[src/rtl/uart_payload_buffer_if.sv]
`default_nettype none
// +-----------------------------------------------------------------------------+
// | Module   : uart_payload_buffer_if                                           |
// | Brief    : UART byte stream in, UDP payload frame handshake out.            |
// | Revision : 1.0                                                              |
// +-----------------------------------------------------------------------------+
interface uart_payload_buffer_if #(
  parameter int PAYLOAD_BYTES = 8
);
  logic [7:0]                 rx_data;
  logic                       rx_valid;
  logic                       eth_ready;
  logic [PAYLOAD_BYTES*8-1:0] data;
  logic [15:0]                size;
  logic                       send;
  logic                       overflow;

  // master: the payload buffer itself
  modport master (
    input  rx_data, rx_valid, eth_ready,
    output data, size, send, overflow
  );

  // slave: the surrounding UART receiver / UDP transmitter side
  modport slave (
    output rx_data, rx_valid, eth_ready,
    input  data, size, send, overflow
  );
endinterface
`default_nettype wire

[src/rtl/uart_payload_buffer.sv]
`default_nettype none
// +-----------------------------------------------------------------------------+
// | Module   : uart_payload_buffer                                              |
// | Brief    : Double-buffered packer of UART bytes into fixed UDP payloads.    |
// |            Define PAYLOAD_TIMEOUT_FLUSH_EN to flush partial frames on idle. |
// | Revision : 1.0                                                              |
// +-----------------------------------------------------------------------------+
module uart_payload_buffer #(
  parameter int PAYLOAD_BYTES  = 8,
  parameter int TIMEOUT_CYCLES = 100000
) (
  input wire logic             clk,
  input wire logic             reset,
  uart_payload_buffer_if.master bus
);
  localparam int DATA_W = PAYLOAD_BYTES * 8;
  localparam int CNT_W  = $clog2(PAYLOAD_BYTES + 1);
  localparam logic [CNT_W-1:0] CNT_FULL = CNT_W'(PAYLOAD_BYTES);

  typedef enum logic [1:0] {
    ST_EMPTY    = 2'd0,
    ST_ARMED    = 2'd1,
    ST_WAIT_ACK = 2'd2,
    ST_BUSY     = 2'd3
  } state_t;

  state_t            state_q, state_d;
  logic [DATA_W-1:0] fill_q, fill_d;
  logic [CNT_W-1:0]  count_q, count_d;
  logic [DATA_W-1:0] data_q, data_d;
  logic [15:0]       size_q, size_d;
  logic              overflow_q, overflow_d;
  logic              send_w;
  logic              fill_full;
  logic              flush_req;
  logic              transfer;
  logic              wr_en;
  logic [CNT_W-1:0]  wr_idx;

  assign fill_full = (count_q == CNT_FULL);
  assign transfer  = (state_q == ST_EMPTY) && (fill_full || flush_req);

  // A byte arriving in the transfer cycle lands in slot 0 of the freshly emptied buffer.
  assign wr_en  = bus.rx_valid && (transfer || !fill_full);
  assign wr_idx = transfer ? '0 : count_q;

`ifdef PAYLOAD_TIMEOUT_FLUSH_EN
  localparam int IDLE_W = (TIMEOUT_CYCLES > 1) ? $clog2(TIMEOUT_CYCLES) : 1;
  localparam logic [IDLE_W-1:0] IDLE_LAST = IDLE_W'(TIMEOUT_CYCLES - 1);

  logic [IDLE_W-1:0] idle_q, idle_d;
  logic              partial;

  assign partial   = (count_q != '0) && !fill_full;
  assign flush_req = partial && (idle_q == IDLE_LAST);

  // Saturating at IDLE_LAST keeps the flush request pending while the slot is busy.
  always_comb begin
    idle_d = idle_q;
    if (bus.rx_valid || transfer) begin
      idle_d = '0;
    end else if (partial && (idle_q != IDLE_LAST)) begin
      idle_d = idle_q + 1'b1;
    end
  end

  always_ff @(posedge clk or posedge reset) begin
    if (reset) begin
      idle_q <= '0;
    end else begin
      idle_q <= idle_d;
    end
  end
`else
  assign flush_req = 1'b0;
`endif

  always_comb begin
    fill_d     = fill_q;
    count_d    = count_q;
    overflow_d = overflow_q;
    if (transfer) begin
      fill_d  = '0;
      count_d = '0;
    end
    if (wr_en) begin
      for (int i = 0; i < PAYLOAD_BYTES; i++) begin
        if (wr_idx == CNT_W'(i)) begin
          fill_d[(PAYLOAD_BYTES-1-i)*8 +: 8] = bus.rx_data;
        end
      end
      count_d = (transfer ? '0 : count_q) + 1'b1;
    end else if (bus.rx_valid) begin
      overflow_d = 1'b1;
    end
  end

  always_comb begin
    data_d = data_q;
    size_d = size_q;
    if (transfer) begin
      data_d = fill_q;
      size_d = 16'(count_q);
    end
  end

  always_comb begin
    state_d = state_q;
    send_w  = 1'b0;
    case (state_q)
      ST_EMPTY: begin
        if (transfer) begin
          state_d = ST_ARMED;
        end
      end
      ST_ARMED: begin
        if (bus.eth_ready) begin
          send_w  = 1'b1;
          state_d = ST_WAIT_ACK;
        end
      end
      ST_WAIT_ACK: begin
        if (!bus.eth_ready) begin
          state_d = ST_BUSY;
        end
      end
      ST_BUSY: begin
        if (bus.eth_ready) begin
          state_d = ST_EMPTY;
        end
      end
      default: state_d = ST_EMPTY;
    endcase
  end

  always_ff @(posedge clk or posedge reset) begin
    if (reset) begin
      state_q    <= ST_EMPTY;
      fill_q     <= '0;
      count_q    <= '0;
      data_q     <= '0;
      size_q     <= '0;
      overflow_q <= 1'b0;
    end else begin
      state_q    <= state_d;
      fill_q     <= fill_d;
      count_q    <= count_d;
      data_q     <= data_d;
      size_q     <= size_d;
      overflow_q <= overflow_d;
    end
  end

  assign bus.data     = data_q;
  assign bus.size     = size_q;
  assign bus.send     = send_w;
  assign bus.overflow = overflow_q;
endmodule
`default_nettype wire

[src/flat_wrapper.sv]
// flat-port wrapper written by rule: the top's interface ports become plain ports
module uart_payload_buffer_flat 
#(
  parameter int PAYLOAD_BYTES  = 8,
  parameter int TIMEOUT_CYCLES = 100000
)
  (clk, reset, bus_rx_data, bus_rx_valid, bus_eth_ready, bus_data, bus_size, bus_send, bus_overflow);
  uart_payload_buffer_if #(.PAYLOAD_BYTES(PAYLOAD_BYTES)) bus_i ();
  input wire logic clk;
  input wire logic reset;
  input wire logic [$bits(bus_i.rx_data)-1:0] bus_rx_data;
  input wire logic [$bits(bus_i.rx_valid)-1:0] bus_rx_valid;
  input wire logic [$bits(bus_i.eth_ready)-1:0] bus_eth_ready;
  output wire logic [$bits(bus_i.data)-1:0] bus_data;
  output wire logic [$bits(bus_i.size)-1:0] bus_size;
  output wire logic [$bits(bus_i.send)-1:0] bus_send;
  output wire logic [$bits(bus_i.overflow)-1:0] bus_overflow;
  assign bus_i.rx_data = bus_rx_data;
  assign bus_i.rx_valid = bus_rx_valid;
  assign bus_i.eth_ready = bus_eth_ready;
  assign bus_data = bus_i.data;
  assign bus_size = bus_i.size;
  assign bus_send = bus_i.send;
  assign bus_overflow = bus_i.overflow;
  uart_payload_buffer #(.PAYLOAD_BYTES(PAYLOAD_BYTES), .TIMEOUT_CYCLES(TIMEOUT_CYCLES)) u_core (.clk(clk), .reset(reset), .bus(bus_i));
endmodule
[config.mk]
export PLATFORM = sky130hd
export DESIGN_NAME = uart_payload_buffer_flat
export DESIGN_NICKNAME = d
export VERILOG_FILES = /design/src/rtl/uart_payload_buffer_if.sv /design/src/rtl/uart_payload_buffer.sv /design/src/flat_wrapper.sv
export SDC_FILE = /design/constraint.sdc
export NUM_CORES = 1
export LEC_CHECK = 0
export BUFFER_PORTS_ARGS = -buffer_cell sky130_fd_sc_hd__buf_4
export CAP_MARGIN = 15
export CORE_UTILIZATION = 35
export CTS_CLUSTER_SIZE = 30
export DETAILED_ROUTE_END_ITERATION = 6
export PLACE_DENSITY = 0.6
export SLEW_MARGIN = 20
export SYNTH_ARGS = -nofsm -noshare
export SYNTH_HDL_FRONTEND = slang
export SYNTH_SLANG_ARGS = --single-unit
[constraint.sdc]
create_clock -name clk -period 7.84 [get_ports clk]
set_clock_uncertainty 0.15 [all_clocks]
set_input_delay 1.96 -clock clk [delete_from_list [all_inputs] [get_ports clk]]
set_output_delay 1.96 -clock clk [all_outputs]
set_load 0.02 [all_outputs]
==> results of run 1 <==
## cell type report
class / instances / area (µm²)
clock buffers: 22 / 464
multi-input cells: 354 / 1950
fillers: 1521 / 8830
inverters: 14 / 57.6
well taps: 216 / 270
clock inverters: 10 / 188
repair buffers: 85 / 646
flip-flops and latches: 139 / 3480
## critical path, delay by kind of cell
family                 cells  cell delay [ns]
AND/OR/NAND/NOR            1             0.13
buffers and inverters      2             0.27
## Yosys cell counts, drive strengths merged
| master | n |
|---|---|
| nand2 | 228 |
| dfrtp | 139 |
| buf | 40 |
| mux2i | 33 |
| a22o | 32 |
| inv | 14 |
| ha | 9 |
| nor2 | 7 |
| and4b | 5 |
| o21ai | 4 |
| a21oi | 3 |
| nand3b | 3 |
| and2 | 2 |
| and4bb | 2 |
| a21boi | 1 |
| a21o | 1 |
| a221oi | 1 |
| a2bb2oi | 1 |
| a311oi | 1 |
| a32o | 1 |
| clkbuf | 1 |
| conb | 1 |
| mux2 | 1 |
| nand2b | 1 |
| nand3 | 1 |
| nand4 | 1 |
| nand4b | 1 |
| nand4bb | 1 |
| nor3 | 1 |
| o21ba | 1 |
## per-layer routing
metal | up-vias | GRT usage [%] | wire, µm
met5 | - | 0 | 0
met4 | 0 | 6.16 | 221
met3 | 20 | 4.02 | 509
met2 | 82 | 24.7 | 6100
met1 | 1925 | 22.0 | 5800
li1 | 1871 | - | -
## sequential cells by signal, summed over array words and instances (netlist names)
register and count:
u_core.bus.data 64, u_core.fill_q 64, u_core.bus.size 4, u_core.count_q 4
u_core.state_q 2, u_core.bus.overflow 1
## metrics by stage
stage	worst slack [ns]	power [mW]	hold WS (ns)	cell area (µm²)
floorplan	2.01	1.75	0.289	5760
global placement	3.38	2.03	0.296	6390
detailed placement	3.38	2.06	0.304	6390
CTS	3.37	2.95	0.318	7040
global route	3.36	3.11	0.340	7050
finish	3.38	2.93	0.318	7050
## report_power, final
group,internal (mW),total [mW],switching (mW)
logic,0.380,0.848,0.469
clock network,0.582,0.878,0.295
registers,1.02,1.21,0.190
## cell families (layout without fill, tap and decap cells)
logic type | Yosys count | after routing | synth area share [%]
mux | 34 | 34 | 5.98
other cells | 1 | 12 | 0.0656
flops | 139 | 139 | 60.9
simple gates | 253 | 253 | 18.7
fa+ha+maj | 9 | 9 | 1.97
compound gates | 46 | 46 | 6.66
buf+inv | 55 | 131 | 5.74
## worst paths after layout
check,start,endpoint,cells after the start
worst max-delay path,bus_eth_ready,bus_send,3
min in group asynchronous,reset,u_core.bus.data[49],2
worst min-delay path,u_core.fill_q[21],u_core.bus.data[21],2
worst max register to register,u_core.count_q[0],u_core.fill_q[54],7
worst min register to register,u_core.fill_q[21],u_core.bus.data[21],2
max in group asynchronous,reset,u_core.fill_q[2],3
==> metrics.csv, run 1 <==
metric;value;unit
status;finished, final reports clean;
commonest non-fill, non-tap cell in the layout;nand2_1;
Mapped Cells;537;
critical path's most frequent cell;buf_4;
IO Pins;94;
Ys Warns;0;
CP max stage cell;buf_4;
post_cts resized;0;
Core Area;15900;µm²
initial antenna violation count;0;
top post-synthesis cells by area;dfrtp_1, nand2_1, mux2i_1;
die height;130;µm
Final nets;632;
Routed Antenna Nets;0;
Via density;4.64;
required time worst endpoint;5.73;ns
most frequent cells in the layout;nand2_1, dfrtp_1, buf_4;
worst path cell trace;buf_4 > and2_1 > buf_4;
post-synth top area share;60.9;%
Worst Max-Slew Pin Slew;0.908;ns
Post-Route WL;12600;µm
DR iter-0 viols;270;
CP max FO;3;
CTS Buffer Depth;2;
Tcrit/Tclk final;56.9;%
layout cells sized above 1;20.4;%
max-slew violation count;0;
RD Place Congestion;0.727;
Max Freq;224;MHz
Fin Setup TNS;0;ns
number of I/O port buffers;81;
# H-tree levels;4;
# Max-Cap Violations;0;
Lkg Pwr;3.74;nW
DR WL/cell;15.0;µm
Final Hold Vio Count;0;
via count;3898;
Synth area leader;dfrtp_1;
largest net degree at the start of global routing;80;
Post-CTS Setup Repair Bufs;0;
total iterations of the first detailed-routing run;4;
Distinct cells, synth;36;
Avg Inst Size Synth;10.6;µm²
worst skew pair latency;0.41;ns
vias in the first global route;3974;
Power Density;416;nW/µm²
P&R area growth vs syn;23.5;%
HPWL Detailed;8430;µm
DRC viols;0;
sequential area share after synthesis;60.9;%
crit path kind;input port to primary output;
Slew headroom;39.5;%
Overall Global Routing Usage;16.1;%
startpoint types;input port;
Worst-path clk slew;0.06;ns
Inst Count DP;807;
Cell Area, Synth;5710;µm²
die width;130;µm
RSZ-0062 raised after global routing;false;
Root Driver;clkbuf_16;
first-pass GRT wire length;20600;µm
Ant. Diodes;0;
worst min path class;flop to flop;
CTS tree;yes;
Num CTS Buffers;17;
GRT overflow;0;
Final Core Density;44.4;%
non-filler cells, final;840;
WP data arrival;2.35;ns
flops & latches, synth;139;
min Tclk post-route;4.46;ns
# hold bufs at CTS;0;
R2R setup slack;5.07;ns
CP max stage delay;0.15;ns
Initial Utilization;36.0;%
Rows;46;
Critical Path Sink Type;primary output;
setup violators final;0;
Sink Count;139;
die area;16800;µm²
peak supply drop;0.000184;V
No activity file was read; power rests on OpenSTA's default activity.
==> inputs of run 2 (changes only) <==
--- a/config.mk
+++ b/config.mk
@@ -5,12 +5,13 @@
 export SDC_FILE = /design/constraint.sdc
 export NUM_CORES = 1
 export LEC_CHECK = 0
+export ABC_AREA = 1
 export BUFFER_PORTS_ARGS = -buffer_cell sky130_fd_sc_hd__buf_4
 export CAP_MARGIN = 15
 export CORE_UTILIZATION = 35
 export CTS_CLUSTER_SIZE = 30
 export DETAILED_ROUTE_END_ITERATION = 6
-export PLACE_DENSITY = 0.6
+export PLACE_DENSITY = 0.59
 export SLEW_MARGIN = 20
 export SYNTH_ARGS = -nofsm -noshare
 export SYNTH_HDL_FRONTEND = slang
==> constraint.sdc (replaced) <==
create_clock -name clk -period 4.2 [get_ports clk]
set_clock_uncertainty 0.15 [all_clocks]
set_input_delay 1.05 -clock clk [delete_from_list [all_inputs] [get_ports clk]]
set_output_delay 1.05 -clock clk [all_outputs]
set_load 0.02 [all_outputs]
==> metrics.csv, run 2 <==
metric;value;unit;change
HPWL Detailed;8680;µm;+3.0%
number of I/O port buffers;81;;unchanged
Worst Max-Slew Pin Slew;0.947;ns;+0.0389 ns
Num CTS Buffers;17;;unchanged
required time worst endpoint;3.00;ns;-2.73 ns
peak supply drop;0.000338;V;+84%
worst r2r dst;u_core.fill_q[1];;
initial antenna violation count;0;;unchanged
CP max FO;3;;unchanged
Hold Crit Endpoint;u_core.bus.size[2];;
IO Pins;94;;unchanged
vias in the first global route;4709;;+18%
Synth Flop Type;dfrtp_1;;
commonest non-fill, non-tap cell in the layout;nand2_1;;
crit path kind;input port to primary output;;
Ant. Diodes;0;;unchanged
Net Switching;1.97;mW;+110%
min Tclk post-route;2.59;ns;
Initial Utilization;36.2;%;+0.20 points
Post-CTS Setup Repair Bufs;0;;unchanged
startpoint types;input port;;
Mapped Cells;807;;+50%
Post-synth top cells;nand2_1, dfrtp_1, inv_1;;
post_cts resized;0;;unchanged
flops & latches, synth;139;;unchanged
via count;4890;;+25%
Placement Setup Slack;1.61;ns;-1.77 ns
post-synth top area share;55.0;%;-5.8 points
Final nets;889;;+41%
Multi-input gate area;2390;µm²;+23%
Filler cells;1749;;+15%
first-pass GRT wire length;24400;µm;+18%
Tcrit/Tclk final;61.6;%;
Overall Global Routing Usage;17.2;%;+1.1 points
Critical Path Sink Type;primary output;;
Synth area leader;dfrtp_1;;
Power Density;714;nW/µm²;+72%
worst min path class;flop to flop;;
sw frac;36.6;%;+4.1 points
layout cells sized above 1;14.0;%;-6.4 points
Root Driver;clkbuf_16;;
Max Freq;386;MHz;
FF+latch area;3480;µm²;unchanged
Slew headroom;36.9;%;-2.6 points
top post-synthesis cells by area;dfrtp_1, nand2_1, inv_1;;
final worst slack;1.61;ns;-1.76 ns
Lkg Pwr;4.38;nW;+17%
Ys Warns;0;;unchanged
Via density;4.42;;-4.7%
worst skew pair latency;0.42;ns;about the same
DR iter-0 viols;363;;+34%
Routed Antenna Nets;0;;unchanged
die height;136;µm;+5.1%
RSZ-0062 raised after global routing;false;;
combinational share of power;33.6;%;+4.7 points
Sink Count;139;;unchanged
DR WL/cell;13.2;µm;-12%
Reg power frac;40.5;%;-0.6 points
R2R setup slack;1.74;ns;-3.33 ns
P&R area growth vs syn;19.5;%;
most frequent cells in the layout;nand2_1, dfrtp_1, buf_4;;
die width;136;µm;+5.1%
GRT overflow;0;;unchanged
Core Area;17500;µm²;+10%
die area;18600;µm²;+10%
CTS Buffer Depth;2;;unchanged
EDFF count, synth;0;;unchanged
Final Hold Vio Count;0;;unchanged
largest net degree at the start of global routing;140;;+75%
Rows;48;;+4.3%
Cell Area, Synth;6320;µm²;+11%
DRC viols;0;;unchanged
Post-Route WL;14700;µm;+16%
count leader, synth;nand2_1;;
status;finished, final reports clean;;
hold_sp;u_core.bus.size[2];;
Reg2Reg Depth;8;;+1
Fin Hold WS;0.316;ns;-0.00267 ns
Worst-path clk slew;0.05;ns;about the same
Fin Setup TNS;0;ns;unchanged
Hold Path Cell Cnt;2;;unchanged
sequential area share after synthesis;55.0;%;-5.8 points
Power Internal;3.42;mW;+73%
Avg Inst Size Synth;7.83;µm²;-26%
Clock power frac;25.9;%;-4.0 points
FFs w/ async S/R, synth;100;%;unchanged
RD Place Congestion;0.786;;+8.1%
setup violators final;0;;unchanged
R2R Path Start;u_core.count_q[0];;
# Max-Cap Violations;0;;unchanged
CTS tree;yes;;
# hold bufs at CTS;0;;unchanged
Distinct cells, synth;25;;-31%
total iterations of the first detailed-routing run;5;;+1
max-slew violation count;0;;unchanged
# H-tree levels;4;;unchanged
WP data arrival;1.39;ns;-0.96 ns
## run 2: cell type report
| class | instances | share of cell area [%] |
|---|---|---|
| inverter | 52 | 2.63 |
| tap | 225 | 3.73 |
| clock buffer | 24 | 6.38 |
| multi-input combinational | 573 | 31.7 |
| timing repair buffer | 85 | 8.61 |
| sequential | 139 | 46.1 |
| clock inverter | 8 | 0.895 |
## run 2: cells by family (layout without fill, tap and decap cells)
kind of cell | Yosys count | count (layout) | share of synthesized area, %
and+or+nand+nor | 507 | 507 | 31.2
DFF | 139 | 139 | 55.0
buffers and inverters | 106 | 169 | 7.76
AOI/OAI and AO/OA | 43 | 43 | 3.92
adders and majority gates | 9 | 9 | 1.78
xor gates and xnor gates | 2 | 2 | 0.277
other | 1 | 12 | 0.0593
## run 2: routing by layer
layer	global-route usage, %	vias up	wire, µm
li1	-	2542	-
met3	4.81	13	817
met4	5.00	0	185
met2	25.6	99	6880
met1	24.2	2236	6770
met5	0	-	0
## run 2: how the worst max path moves through the flow
stage	start	end	slack, ns
floorplan	reset	u_core.bus.data[0]	1.26
global placement	bus_eth_ready	bus_send	1.61
detailed placement	bus_eth_ready	bus_send	1.61
CTS	bus_eth_ready	bus_send	1.61
global route	u_core.count_q[0]	u_core.fill_q[20]	1.48
finish	bus_eth_ready	bus_send	1.61
## run 2: worst max-delay path, stage by stage
cell and delay, ns:
buf_4 0.12, nand2_1 0.05, inv_1 0.03, buf_4 0.14
## run 2: through the flow
stage	utilization (%)	instances	area (µm²)	power, mW
after floorplan	-	818	6370	3.42
after global placement	40.1	1074	7000	4.00
after detailed placement	40.1	1074	7000	4.03
after CTS	43.2	1106	7550	5.45
after global routing	43.2	1106	7550	5.84
final	43.2	1106	7550	5.39
## run 2: power groups by stage
stage	clock, mW	combinational, mW	sequential [mW]
final	1.39	1.81	2.18
after global routing	1.49	2.09	2.25
after CTS	1.43	1.84	2.19
after detailed placement	0	1.82	2.21
after global placement	0	1.79	2.21
after floorplan	0	1.02	2.39
==> inputs of run 3 (changes only) <==
--- a/config.mk
+++ b/config.mk
@@ -5,13 +5,13 @@
 export SDC_FILE = /design/constraint.sdc
 export NUM_CORES = 1
 export LEC_CHECK = 0
-export ABC_AREA = 1
+export ABC_AREA = 0
 export BUFFER_PORTS_ARGS = -buffer_cell sky130_fd_sc_hd__buf_4
 export CAP_MARGIN = 15
 export CORE_UTILIZATION = 35
 export CTS_CLUSTER_SIZE = 30
 export DETAILED_ROUTE_END_ITERATION = 6
-export PLACE_DENSITY = 0.59
+export PLACE_DENSITY = 0.6
 export SLEW_MARGIN = 20
 export SYNTH_ARGS = -nofsm -noshare
 export SYNTH_HDL_FRONTEND = slang
==> constraint.sdc (replaced) <==
create_clock -name clk -period 2.5 [get_ports clk]
set_clock_uncertainty 0.15 [all_clocks]
set_input_delay 0.625 -clock clk [delete_from_list [all_inputs] [get_ports clk]]
set_output_delay 0.625 -clock clk [all_outputs]
set_load 0.02 [all_outputs]
==> metrics.csv, run 3 (synthesis gave the netlist of run 1 again) <==
metric;value;unit;change
status;finished, final reports clean;;
DRC viols;0;;unchanged
DR iter-0 viols;295;;-19%
Routed Antenna Nets;0;;unchanged
WP data arrival;2.35;ns;+0.96 ns
Final Core Density;44.7;%;+1.5 points
number of I/O port buffers;81;;unchanged
# Max-Cap Violations;0;;unchanged
Initial Utilization;36.0;%;-0.20 points
Reg2Reg Depth;5;;-3
die height;130;µm;-4.9%
Via density;4.58;;+3.7%
Sink Count;139;;unchanged
Critical Path Sink Type;flop;;
Worst Max-Slew Pin Slew;0.664;ns;-0.283 ns
Slew headroom;55.7;%;+19 points
layout cells sized above 1;21.0;%;+7.1 points
IO Pins;94;;unchanged
Worst-path clk slew;0.06;ns;about the same
die width;130;µm;-4.9%
worst skew pair latency;0.42;ns;about the same
Final nets;636;;-28%
RD Place Congestion;0.775;;-1.4%
DR WL/cell;15.1;µm;+14%
Core Area;15900;µm²;-9.1%
commonest non-fill, non-tap cell in the layout;nand2_1;;
Post-DP Area;6490;µm²;-7.4%
peak supply drop;0.000574;V;+70%
first-pass GRT wire length;20300;µm;-17%
# H-tree levels;4;;unchanged
Power Density;1280;nW/µm²;+79%
Highest Signal Layer;met4;;
via count;3868;;-21%
vias in the first global route;3822;;-19%
RSZ-0062 raised after global routing;false;;
setup violators final;0;;unchanged
# hold bufs at CTS;0;;unchanged
Final Hold Vio Count;0;;unchanged
CP max FO;22;;+19
Root Driver;clkbuf_16;;
HPWL Detailed;8580;µm;-1.2%
final instance area;7100;µm²;-6.0%
Num CTS Buffers;17;;unchanged
met3 WL post-DR;450;µm;-45%
min Tclk post-route;2.19;ns;
largest net degree at the start of global routing;66;;-53%
M1 WL;6040;µm;-11%
Ant. Diodes;0;;unchanged
initial antenna violation count;0;;unchanged
P&R area growth vs syn;24.3;%;
startpoint types;flop;;
max-slew violation count;0;;unchanged
post_cts resized;0;;unchanged
required time worst endpoint;2.66;ns;-0.34 ns
worst min path class;input port to async pin;;
Post-Route WL;12800;µm;-13%
Overall Global Routing Usage;16.1;%;-1.1 points
CTS Buffer Depth;2;;unchanged
GRT overflow;0;;unchanged
die area;16800;µm²;-9.5%
Tcrit/Tclk final;87.8;%;
met2 routed WL;6060;µm;-12%
Lkg Pwr;3.76;nW;-14%
Max Freq;456;MHz;
CTS tree;yes;;
total iterations of the first detailed-routing run;4;;-1
Rows;46;;-4.2%
crit path kind;flop to flop;;
most frequent cells in the layout;nand2_1, dfrtp_1, buf_4;;
Post-CTS Setup Repair Bufs;0;;unchanged
run 3: changes by cell type in the layout (fill, tap and decap cells not counted), moves of 8 or more:
cell      delta
a22o_1      +32
inv_1       -35
mux2i_1     +33
nand2_1    -233
nand3_1     -28
nor2_1       -8
o21ai_0     -26
o21bai_1     -8
run 3: path summary, 6_finish.rpt:
path                                     start  slack (ns)             endpoint
setup / recovery             u_core.count_q[0]        0.31    u_core.fill_q[31]
hold / removal                           reset        0.13  u_core.bus.data[49]
max in group asynchronous                reset        1.38    u_core.fill_q[26]
setup reg to reg             u_core.count_q[0]        0.31    u_core.fill_q[31]
min in group clk           u_core.bus.overflow        0.32  u_core.bus.overflow
hold reg to reg            u_core.bus.overflow        0.32  u_core.bus.overflow
run 3: stage by stage:
step	instances	TNS (ns)	power (mW)	setup slack, ns	hold slack (ns)
2_1_floorplan	548	-1.40	5.49	-0.0101	0.289
3_3_place_gp	812	0	6.40	0.430	0.307
3_5_place_dp	812	0	6.51	0.307	0.306
4_1_cts	844	0	9.14	0.290	0.133
5_1_grt	844	0	9.60	0.178	0.155
6_report	844	0	9.06	0.305	0.125
run 3: final cells by class:
cell class	instances	area, µm²
inverters	14	56.3
clock inverters	10	140
clock buffers	22	474
well taps	216	270
multi-input cells	354	1950
fillers	1517	8780
flip-flops and latches	139	3480
repair buffers	89	731
run 3: critical path, stage by stage (launching register included):
cell and delay, ns:
dfrtp_1 0.44, inv_1 0.12, ha_1 0.33, and4b_2 0.63, nor2_2 0.18, a22o_1 0.22
run 3: report_power, final:
group | switching, mW | internal, mW | leakage (nW)
combinational | 1.46 | 1.21 | 1.68
sequential | 0.601 | 3.18 | 1.78
clock | 0.958 | 1.65 | 0.292
run 3: routing by layer:
metal / up-vias / GRT usage [%]
met5: - / 0
met4: 0 / 6.57
met3: 17 / 3.90
met2: 70 / 25.3
met1: 1903 / 21.5
li1: 1878 / -
